$ cat src/rtl/mult_div_unit.sv
// Iterative multiply/divide unit with HI/LO registers.
// Multiply uses shift-add and divide uses restoring shift-subtract, both on magnitudes, one bit per cycle.
module mult_div_unit #(
  parameter int unsigned WSIZE = 32
) (
  input  logic             clk,
  input  logic             rst,
  input  logic             start,
  input  logic [2:0]       op,
  input  logic [WSIZE-1:0] rs_val,
  input  logic [WSIZE-1:0] rt_val,
  output logic [WSIZE-1:0] hi,
  output logic [WSIZE-1:0] lo,
  output logic             busy,
  output logic             done
);

  localparam int unsigned CW = $clog2(WSIZE) + 1;

  typedef enum logic [1:0] {IDLE, CALC, FINISH} state_t;
  typedef enum logic [2:0] {
    OP_MULT  = 3'b000,
    OP_MULTU = 3'b001,
    OP_DIV   = 3'b010,
    OP_DIVU  = 3'b011,
    OP_MTHI  = 3'b100,
    OP_MTLO  = 3'b101
  } op_t;

  state_t             state;
  logic [CW-1:0]      cnt;
  logic               is_div;
  logic               neg_lo;
  logic               neg_hi;
  logic               div_zero;
  logic [WSIZE-1:0]   a_q;
  logic [WSIZE-1:0]   rs_q;
  logic [2*WSIZE-1:0] acc;

  logic               rs_neg, rt_neg;
  logic [WSIZE-1:0]   rs_mag, rt_mag;
  logic [WSIZE:0]     mul_sum;
  logic [WSIZE:0]     rem_sh;
  logic [WSIZE:0]     diff;
  logic [2*WSIZE-1:0] step_next;
  logic [2*WSIZE-1:0] prod;
  logic [WSIZE-1:0]   quo, rem;
  logic [WSIZE-1:0]   res_hi, res_lo;

  always_comb begin
    rs_neg = ~op[0] & rs_val[WSIZE-1];
    rt_neg = ~op[0] & rt_val[WSIZE-1];
    rs_mag = rs_neg ? -rs_val : rs_val;
    rt_mag = rt_neg ? -rt_val : rt_val;

    // acc holds {partial product, remaining multiplier} or {remainder, dividend/quotient bits}
    mul_sum = {1'b0, acc[2*WSIZE-1:WSIZE]} + (acc[0] ? {1'b0, a_q} : '0);
    rem_sh  = {acc[2*WSIZE-1:WSIZE], acc[WSIZE-1]};
    diff    = rem_sh - {1'b0, a_q};
    if (!is_div)
      step_next = {mul_sum, acc[WSIZE-1:1]};
    else if (diff[WSIZE])
      step_next = {rem_sh[WSIZE-1:0], acc[WSIZE-2:0], 1'b0};
    else
      step_next = {diff[WSIZE-1:0], acc[WSIZE-2:0], 1'b1};

    prod = neg_lo ? -acc : acc;
    quo  = acc[WSIZE-1:0];
    rem  = acc[2*WSIZE-1:WSIZE];
    if (!is_div) begin
      res_hi = prod[2*WSIZE-1:WSIZE];
      res_lo = prod[WSIZE-1:0];
    end else if (div_zero) begin
      res_hi = rs_q;
      res_lo = '1;
    end else begin
      res_hi = neg_hi ? -rem : rem;
      res_lo = neg_lo ? -quo : quo;
    end
  end

  always_ff @(posedge clk) begin
    if (rst) begin
      state    <= IDLE;
      cnt      <= '0;
      is_div   <= 1'b0;
      neg_lo   <= 1'b0;
      neg_hi   <= 1'b0;
      div_zero <= 1'b0;
      a_q      <= '0;
      rs_q     <= '0;
      acc      <= '0;
      hi       <= '0;
      lo       <= '0;
      busy     <= 1'b0;
      done     <= 1'b0;
    end else begin
      done <= 1'b0;
      case (state)
        IDLE: begin
          if (start) begin
            case (op)
              OP_MULT, OP_MULTU, OP_DIV, OP_DIVU: begin
                is_div   <= op[1];
                neg_lo   <= rs_neg ^ rt_neg;
                neg_hi   <= rs_neg;
                div_zero <= (rt_val == '0);
                rs_q     <= rs_val;
                a_q      <= op[1] ? rt_mag : rs_mag;
                acc      <= {{WSIZE{1'b0}}, (op[1] ? rs_mag : rt_mag)};
                cnt      <= '0;
                busy     <= 1'b1;
                state    <= CALC;
              end
              OP_MTHI: hi <= rs_val;
              OP_MTLO: lo <= rs_val;
              default: ;
            endcase
          end
        end
        CALC: begin
          acc <= step_next;
          cnt <= cnt + CW'(1);
          if (cnt == CW'(WSIZE - 1))
            state <= FINISH;
        end
        FINISH: begin
          hi    <= res_hi;
          lo    <= res_lo;
          busy  <= 1'b0;
          done  <= 1'b1;
          state <= IDLE;
        end
        default: state <= IDLE;
      endcase
    end
  end

endmodule

$ cat config.mk
export PLATFORM = sky130hd
export DESIGN_NAME = mult_div_unit
export DESIGN_NICKNAME = d
export VERILOG_FILES = /design/src/rtl/mult_div_unit.sv
export SDC_FILE = /design/constraint.sdc
export NUM_CORES = 1
export LEC_CHECK = 0
export CAP_MARGIN = 0
export CELL_PAD_IN_SITES_DETAIL_PLACEMENT = 0
export CELL_PAD_IN_SITES_GLOBAL_PLACEMENT = 1
export CORE_MARGIN = 1.5
export CORE_UTILIZATION = 44
export CTS_CLUSTER_DIAMETER = 30
export DETAILED_ROUTE_END_ITERATION = 10
export GPL_ROUTABILITY_DRIVEN = 0
export PLACE_DENSITY = 0.78
export SYNTH_ARGS = -nofsm -noshare
export SYNTH_HDL_FRONTEND = slang
export SYNTH_SLANG_ARGS = --single-unit
$ cat constraint.sdc
create_clock -name clk -period 4.75 [get_ports clk]
set_input_delay 0.95 -clock clk [delete_from_list [all_inputs] [get_ports clk]]
set_output_delay 0.95 -clock clk [all_outputs]
set_load 0.02 [all_outputs]
# ---- Yosys cells after proc, flatten, opt, wreduce, memory -nomap -nowiden
# Index checks and enable logic that the tools add are counted.
dict set report totals {
  word_cells 84
  reg_bits 206
  input_bits 70
  output_inout_bits 66
}
dict set report classes {
  mux 34
  eq_ne 13
  n_reduce_logical 12
  bitwise 4
  n_addsub 8
}
# cell n
set op_table {}
lappend op_table {{$mux W32} 15}
lappend op_table {{$mux W64} 5}
lappend op_table {{$neg A32 Y32} 4}
lappend op_table {{$pmux W32 S2} 2}
lappend op_table {{$pmux W64 S2} 1}
lappend op_table {{$neg A64 Y64} 1}
lappend op_table {{$add A32 B32 Y33} 1}
lappend op_table {{$sub A33 B32 Y33} 1}
lappend op_table {{$logic_not A32 Y1} 1}
lappend op_table {{$reduce_and A3 Y1} 6}
lappend op_table {{$mux W6} 2}
lappend op_table {{$pmux W6 S2} 1}
lappend op_table {{$add A6 B1 Y6 const B} 1}
lappend op_table {{$eq A3 B2 Y1 const B} 2}
lappend op_table {{$eq A3 B3 Y1 const B} 2}
lappend op_table {{$eq A6 B5 Y1 const B} 1}
lappend op_table {{$mux W2} 3}
lappend op_table {{$ne A2 B1 Y1 const B} 3}
lappend op_table {{$ne A2 B2 Y1 const B} 2}
lappend op_table {{$pmux W2 S2} 1}
lappend op_table {{$reduce_bool A2 Y1} 2}
lappend op_table {{$reduce_or A4 Y1} 1}
lappend op_table {{$eq A3 B1 Y1 const B} 1}
lappend op_table {{$logic_not A3 Y1} 1}
lappend op_table {{8 further kinds} 11}

# ---- Logic depth before layout (Yosys ltp)
# Gate-level depths: netlist (run 1).
dict set report depth {
  ltp_word 7
  ltp_mapped 15
  mapped_depth_nobuf 14
}

# ---- Least setup slack after synthesis (run 1)
# OpenSTA, ideal clock, no wires.
dict set report synth_timing {
  kind {in2reg}
  startpoint {input port rs_val[6]}
  endpoint {register acc[24]}
  required_time_ps 4622
  setup_ps 128
  slack_ps 1339
  arrival_time_ps 3283
  cell_stages 11
  path_buffers 1
  path_cell_list {clkbuf_1 or4_1 nor3_1 nand2b_1 nor4_1 nand2_1 o31a_1 xnor2_1 a21oi_1 o22ai_1 nor2_1}
}
dict set report synth_via {
  elab_chain_len 6
}
# item line_no
set synth_lines {}
lappend synth_lines {{start, declared} 10} ;# input logic [WSIZE-1:0] rs_val,
lappend synth_lines {{$neg A32 Y32} 53} ;# rs_mag = rs_neg ? -rs_val : rs_val;
lappend synth_lines {{$mux W32} 53}
lappend synth_lines {{$mux W32} 110} ;# acc <= {{WSIZE{1'b0}}, (op[1] ? rs_mag : rt_mag)};
lappend synth_lines {{$mux W64} 102} ;# case (op)
lappend synth_lines {{$mux W64} 101} ;# if (start) begin
lappend synth_lines {{$pmux W64 S2} 99} ;# case (state)
lappend synth_lines {{end signal, assigned} 110}
lappend synth_lines {{end signal, assigned} 122} ;# acc <= step_next;
lappend synth_lines {{end, declared} 38} ;# logic [2*WSIZE-1:0] acc;
# No other way between the ends. The select of a mux whose other input is x is not followed.
# A chain may end at the register's enable or synchronous reset.

# ---- Worst setup path in the final report (run 1)
dict set report layout_timing {
  startpoint {input port rs_val[17]}
  endpoint {register acc[24]}
}
# Same word-level chain as after synthesis.

==> results of run 1 <==
==> per-stage QoR <==
| step | instance area [um^2] | hold slack (ns) | power, W |
|---|---|---|---|
| floorplan | 16500 | 0.4319 | 0.002699 |
| finish | 20310 | 0.4500 | 0.007225 |
| global route | 20310 | 0.4751 | 0.007447 |
| CTS | 20310 | 0.4511 | 0.007240 |
| detailed placement | 18270 | 0.4464 | 0.003143 |
| global placement | 18270 | 0.4389 | 0.003136 |
==> power groups by stage <==
stage	sequential, W	combinational (W)	clock [W]
after global placement	0.00194	0.00119	0
after floorplan	0.00191	0.000793	0
after global routing	0.00193	0.00133	0.00420
after CTS	0.00192	0.00120	0.00412
after detailed placement	0.00195	0.00120	0
final	0.00192	0.00122	0.00409
==> layer usage <==
layer	vias up	global-route usage	share of wire
met5	-	0	0.00020
li1	8212	-	-
met1	8164	0.4117	0.42
met3	196	0.06845	0.073
met4	2	0.1739	0.056
met2	628	0.5323	0.45
==> cell type report <==
type | instances | area (um^2)
clock buffer | 75 | 1614
clock inverter | 29 | 426.7
fill | 3555 | 16470
inverter | 71 | 266.5
multi-input combinational | 1793 | 11450
sequential | 206 | 4129
tap | 468 | 585.6
timing repair buffer | 199 | 1841
==> critical path, cell delays in order <==
cell             delay [ns]
clkdlybuf4s50_1        0.73
nor4_1                 1.06
nand2b_1               0.19
nor4_1                 0.29
buf_4                  0.18
nand2_1                0.12
o31a_1                 0.30
xnor2_1                0.20
a21oi_1                0.10
o22ai_1                0.16
nor2_1                 0.05
==> sequential cells by signal (all words and copies together) (netlist names) <==
signal	cells
a_q	32
acc	64
busy	1
cnt	6
div_zero	1
done	1
hi	32
is_div	1
lo	32
neg_hi	1
neg_lo	1
rs_q	32
state	2
==> Yosys cell counts, drive strengths merged, types with 20 or more instances <==
cell | number | share of area
clkbuf | 161 | 0.037
a31oi | 24 | 0.0091
a21oi | 200 | 0.061
inv | 71 | 0.016
mux2i | 110 | 0.067
ha | 69 | 0.052
buf | 22 | 0.0063
xnor2 | 122 | 0.065
o31ai | 33 | 0.015
a21o | 36 | 0.016
xor2 | 78 | 0.041
a221oi | 29 | 0.015
o21ai | 130 | 0.039
dfxtp | 206 | 0.25
o211ai | 32 | 0.015
a311oi | 20 | 0.011
nor3 | 52 | 0.016
nor2 | 247 | 0.056
nand2b | 24 | 0.0096
a211oi | 46 | 0.021
nand2 | 286 | 0.065
nand3 | 25 | 0.0076
==> cells by family (layout without fill, tap and decap cells) <==
family	count (synthesis)	in the layout
muxes	110	110
AOI/OAI and AO/OA	669	669
xor gates and xnor gates	200	200
and+or+nand+nor	743	743
DFF	206	206
buffers and inverters	254	374
adders and majority gates	71	71
==> how the worst max path moves through the flow <==
stage,start,to,cells past startpoint,slack [ns]
after floorplan,rs_val[6],acc[24]$_SDFFE_PP0P_,11,1.34
after global placement,rs_val[17],acc[24]$_SDFFE_PP0P_,11,0.22
after detailed placement,rs_val[17],acc[24]$_SDFFE_PP0P_,11,0.34
after CTS,rs_val[17],acc[24]$_SDFFE_PP0P_,11,0.85
after global routing,rs_val[17],acc[24]$_SDFFE_PP0P_,11,0.61
final,rs_val[17],acc[24]$_SDFFE_PP0P_,11,0.86
==> summary.md, run 1 <==
| Metric | Value |
|---|---|
| Fin util | `0.5522` |
| Ys async rst share | `0` |
| Synth warn | `0` |
| Final hold violations | `0` |
| Htree depth | `2` |
| Clk_lat worst skew | `0.60 ns` |
| Startpoint types | `input port` |
| Startpoint of the worst-slack reg-to-reg timing path | `acc[31]$_SDFFE_PP0P_` |
| I/O pin count | `136` |
| Synth Net Count | `2394` |
| Max Clock Freq | `0.2572 GHz` |
| Mux share of post-synthesis cell area | `0.06674` |
| EDFF count, synth | `0` |
| TritonCTS Buffers | `56` |
| Largest net degree at the start of global routing | `103` |
| WL/cell | `22.60 um` |
| CTS tree | `done` |
| Worst-Margin Slew | `1.218 ns` |
| Drt via density | `6.055` |
| Vias in the first global route | `16591` |
| Mapped Cells | `2253` |
| Final Skew | `0.02983 ns` |
| FF+latch count, synth | `206` |
| Hold endpoint | `a_q[5]$_SDFFE_PP0P_` |
| Non-Filler Instances | `2841` |
| Starting Density | `0.4485` |
| Internal Pwr Total | `0.005171 W` |
| Max-Cap Viols | `0` |
| Initial antenna violation count | `1` |
| Sw Ratio | `0.2843` |
| Main combinational cell family by area after synthesis | `compound AO/OA/AOI/OAI gates` |
| Post-detail-place hpwl | `46900 um` |
| Routed WL | `64190 um` |
| Post-Synth XOR/XNOR Area | `0.1062` |
| Port Buffers | `135` |
| R2R depth | `13` |
| Synth Area in Simple Gates | `0.1994` |
| Clock-pin slew on the worst setup and hold paths | `0.04 ns` |
| First-pass GRT wire length | `97930 um` |
| Sequential share of power | `0.265` |
| Unrepaired setup endpoints after global routing | `false` |
| HP Class | `register to register` |
| Area growth syn-to-layout | `23.14%` |
| R2R Path End | `acc[45]$_SDFFE_PP0P_` |
| Most frequent cells in the layout | `nand2_1 (286), nor2_1 (244), dfxtp_1 (204)` |
| VDD IR max | `0.0002578 V` |
| DR pass1 iterations | `7` |
| Compound-Gate Fraction of Synth Area | `0.2639` |
| Postcts setup bufs | `0` |
| Ant. Diodes | `0` |
| Worst-path fanout max | `5` |
| Pwr Density | `355.7 nW/um^2` |
| Root Driver | `clkbuf_16` |
| Die Span Y | `196.6 um` |
| Final setup violation count | `0` |
| Average size of a mapped cell | `7.322 um^2` |
| Pre-CTS setup slack | `0.3407 ns` |
| Layout cell share with drive strength beyond 1 | `0.08386` |
| Leading cell type in the layout, fill and taps excluded | `nand2_1` |
| Core ar. | `36790 um^2` |
| Grt total ovfl | `0` |
| Worst Hold Launch | `a_q[5]$_SDFFE_PP0P_` |
| # placed instances | `2737` |
| Gr usage total | `0.3290` |
| Synth Area in Adders | `0.05476` |
| Rel. slew slack | `0.1804` |
| Num rows | `70` |
| WP data arrival | `4.32 ns` |
| Setup TNS | `0 ns` |
| Clock Sinks | `206` |
| Flop-to-flop setup slack | `0.90 ns` |
| Die width | `196.6 um` |
| Max-slew violations | `0` |
| Power share of the clock group | `0.566` |
| Critical path required time | `5.18 ns` |
| Outcome | `complete, no violations` |
| Post-CTS Resized | `0` |
| Synth cell types | `72` |
| NetSw | `0.002054 W` |
| Layout net count | `2468` |
| Worst setup path category | `input port to register` |
| Register area share after synthesis | `0.2500` |
| Mapped Area | `16500 um^2` |
| Hold Crit Depth | `2` |
| Post-CTS Hold Fix Bufs | `0` |
| ANT nets after route | `0` |
| Final Critical Period | `3.888 ns` |
| Die area | `38660 um^2` |
| Logic pwr share | `0.169` |
| CP Capture Type | `register` |
| Max Root-Sink Buffers | `3` |
| DRC Markers | `0` |
| Crit share post-route | `0.8186` |
| Synth Flop Type | `dfxtp_1` |
| Overall via count from detail_route | `17202` |
| Starting DRT DRC Count | `1404` |
| Leakage | `7.910 nW` |
| PnR worst setup slack | `0.8615 ns` |
(Power assumes the default switching activity.)
==> run 2: changes to the inputs <==
--- a/config.mk
+++ b/config.mk
@@ -9,11 +9,11 @@
 export CELL_PAD_IN_SITES_DETAIL_PLACEMENT = 0
 export CELL_PAD_IN_SITES_GLOBAL_PLACEMENT = 1
 export CORE_MARGIN = 1.5
-export CORE_UTILIZATION = 44
+export CORE_UTILIZATION = 40
 export CTS_CLUSTER_DIAMETER = 30
 export DETAILED_ROUTE_END_ITERATION = 10
 export GPL_ROUTABILITY_DRIVEN = 0
-export PLACE_DENSITY = 0.78
+export PLACE_DENSITY = 0.75
 export SYNTH_ARGS = -nofsm -noshare
 export SYNTH_HDL_FRONTEND = slang
 export SYNTH_SLANG_ARGS = --single-unit
==> constraint.sdc (replaced) <==
create_clock -name clk -period 3.2 [get_ports clk]
set_input_delay 0.64 -clock clk [delete_from_list [all_inputs] [get_ports clk]]
set_output_delay 0.64 -clock clk [all_outputs]
set_load 0.02 [all_outputs]
==> run 2 against run 1 <==
Net effect:
- count of clock-buffer cells in the layout decreased by 21
- global-route usage decreased by 0.91 points
- core utilization rose by 0.99 points
- worst setup slack got worse by 0.88 ns
- non-clock buffer count rose by 263
- total power increased by 51%
- critical path type is now register to register
- highest routed layer is now met4
- sequential share of layout area shrank 2.2 points
- design area rose by 13%
- final cell count grew 11%
- the flow now finishes with violations (setup timing)
- register-to-register slack got worse by 0.92 ns
- flip-flop and latch count is the same
==> summary.md, run 2 (synthesis results as in run 1) <==
| Metric | Value |
|---|---|
| Outcome | `complete, but fails checks` |
| Failing checks | `setup timing` |
| M3 GR Usage | `0.05818 (-0.01026)` |
| WL/cell | `21.93 um (-3.0%)` |
| Largest register FFs | `64 (unchanged)` |
| Initial antenna violation count | `1 (unchanged)` |
| Die area | `42470 um^2 (+9.8%)` |
| DR pass1 iterations | `6 (-1)` |
| VDD IR max | `0.0004127 V (+60%)` |
| Startpoint types | `register` |
| Routed WL | `69310 um (+8.0%)` |
| Area growth syn-to-layout | `38.82%` |
| Most frequent cells in the layout | `buf_4 (312), nand2_1 (284), nor2_1 (241)` |
| Ant. Diodes | `0 (unchanged)` |
| Vias in the first global route | `17442 (+5.1%)` |
| Multi-input logic area | `11980 um^2 (+4.6%)` |
| Internal Pwr Total | `0.007662 W (+48%)` |
| Sw Ratio | `0.2968 (+0.01248)` |
| CP Capture Type | `register` |
| HP Class | `input port to register` |
| Delay-heaviest family, CP | `simple AND/OR/NAND/NOR gates` |
| Max Clock Freq | `0.3106 GHz` |
| Largest Register | `acc` |
| Port Buffers | `135 (unchanged)` |
| CP Buf/Inv Count | `1 (-1)` |
| Leakage | `9.222 nW (+17%)` |
| Core ar. | `40740 um^2 (+11%)` |
| Final hold violations | `0 (unchanged)` |
| Post-detail-place hpwl | `51670 um (+10%)` |
| CP most frequent cell | `or4_4` |
| Register Area | `4143 um^2 (+0.33%)` |
| Final Skew | `0.01538 ns (-0.01445 ns)` |
| Starting DRT DRC Count | `1453 (+3.5%)` |
| Starting Density | `0.4049 (-0.04352)` |
| Gr usage total | `0.3199 (-0.009137)` |
| Worst-Margin Slew | `0.9032 ns (-0.3150 ns)` |
| First-pass GRT wire length | `103100 um (+5.3%)` |
| Max-Cap Viols | `0 (unchanged)` |
| Clock Sinks | `206 (unchanged)` |
| CP peak stage delay | `0.60 ns (-0.46 ns)` |
| Crit. Startpoint | `acc[25]$_SDFFE_PP0P_` |
| Leading cell type in the layout, fill and taps excluded | `buf_4` |
| PnR worst setup slack | `-0.01923 ns (-0.8808 ns)` |
| Layout net count | `2727 (+10%)` |
| Root Driver | `clkbuf_16` |
| NetSw | `0.003233 W (+57%)` |
| CTS tree | `done` |
| Htree depth | `2 (unchanged)` |
| Final Critical Period | `3.219 ns` |
| Largest net degree at the start of global routing | `164 (+59%)` |
| Worst Hold Launch | `rst` |
| GR Util met2 | `0.5282 (-0.004145)` |
| Max-slew violations | `0 (unchanged)` |
| Drt via density | `5.792 (-4.3%)` |
| TritonCTS Buffers | `52 (-7.1%)` |
| Flop-to-flop setup slack | `-0.02 ns (-0.92 ns)` |
| Worst-path fanout max | `9 (+4)` |
| Crit share post-route | `1.006` |
| # fillers | `3903 (+9.8%)` |
| Sequential share of power | `0.257 (-0.008)` |
| GRT busiest layer | `met2` |
| Num rows | `74 (+5.7%)` |
| Die width | `206.1 um (+4.8%)` |
| WP data arrival | `3.69 ns (-0.63 ns)` |
| Total power | `0.01090 W (+51%)` |
| Die Span Y | `206.1 um (+4.8%)` |
| Fin util | `0.5621 (+0.009886)` |
| Overall via count from detail_route | `18309 (+6.4%)` |
| Final setup violation count | `1 (+1)` |
| Rel. slew slack | `0.3979 (+0.2175)` |
| Clock-pin slew on the worst setup and hold paths | `0.05 ns (about the same)` |
| I/O pin count | `136 (unchanged)` |
| Worst setup path category | `register to register` |
| Crit-path slowest cell | `or4_4` |
| Grt total ovfl | `0 (unchanged)` |
| Clk_lat worst skew | `0.58 ns (-0.02 ns)` |
| Power share of the clock group | `0.539 (-0.027)` |
| Worst-path cell chain | `or4_4, or4_4, nand2b_4, or2_4, buf_4, o41a_1, xnor2_1, mux2i_1, nand2_1, a311oi_1` |
| Pwr Density | `475.8 nW/um^2 (+34%)` |
| Unrepaired setup endpoints after global routing | `true` |
| ANT nets after route | `0 (unchanged)` |
| Critical path required time | `3.67 ns (-1.51 ns)` |
| M1 GR Usage | `0.4007 (-0.01108)` |
| Startpoint of the worst-slack reg-to-reg timing path | `acc[25]$_SDFFE_PP0P_` |
| Max Root-Sink Buffers | `3 (unchanged)` |
| DRC Markers | `0 (unchanged)` |
| Layout cell share with drive strength beyond 1 | `0.2111 (+0.1272)` |
| Logic pwr share | `0.204 (+0.035)` |
[run 2: cell types whose count changed in the layout (fill, tap and decap cells not counted), moves of 8 or more]
cell       delta
buf_4       +249
o21ai_0      -15
clkbuf_8     -12
o21ai_1      +11
o31ai_1      -11
buf_6         +9
o31ai_2       +9
a2111oi_0     -8
[run 2: worst reg2reg max path, stage by stage, from the launching register on]
cell	delay, ns
dfxtp_1	0.31
or4_4	0.60
or4_4	0.49
nand2b_4	0.18
or2_4	0.30
buf_4	0.20
o41a_1	0.38
xnor2_1	0.13
mux2i_1	0.18
nand2_1	0.08
a311oi_1	0.26
[run 2: layer usage]
layer	part of all wire	wire, um
met2	0.46	32210
met5	0	0
met1	0.42	28940
met4	0.047	3260
met3	0.071	4906
[run 2: what timing repair did]
item	CTS	global route
pin swaps	8	37
hold buffers	0	0
cloned	0	0
hold endpoints to repair	0	0
endpoints found under the setup margin	39	65
setup buffers	2	13
gates resized for setup	46	98
[run 2: power groups by stage]
stage	combinational (W)	sequential (W)	clock (W)
2_1_floorplan	0.00118	0.00283	0
3_3_place_gp	0.00208	0.00284	0
3_5_place_dp	0.00209	0.00284	0
4_1_cts	0.00213	0.00279	0.00589
5_1_grt	0.00238	0.00280	0.00603
6_report	0.00222	0.00280	0.00588
[run 2: worst paths after layout]
check | end | cells past startpoint
max reg2reg | hi[13]$_SDFFE_PP0P_ | 10
max | hi[13]$_SDFFE_PP0P_ | 10
min | cnt[1]$_SDFFE_PP0P_ | 2
min reg2reg | rs_q[2]$_SDFFE_PP0P_ | 2
[run 2: cell type report]
type	count	area share
Multi-Input combinational cell	1793	0.5232
Sequential cell	206	0.1809
Timing Repair Buffer	462	0.1708
Clock buffer	54	0.05715
Tap cell	532	0.02907
Clock inverter	43	0.02710
Inverter	71	0.01175
[run 2: through the flow]
step                      hold WS [ns]   TNS [ns]  setup WS (ns)  area, um^2  instances
after floorplan                 0.4319          0        0.06535       16510       2253
after global placement          0.4399     -14.56        -0.4797       20270       3049
after detailed placement        0.4468     -15.07        -0.4535       20270       3049
after CTS                       0.3488  -0.005610      -0.005610       22390       3148
after global routing            0.3747    -0.7152        -0.1065       22900       3161
final                           0.3683   -0.01923       -0.01923       22900       3161
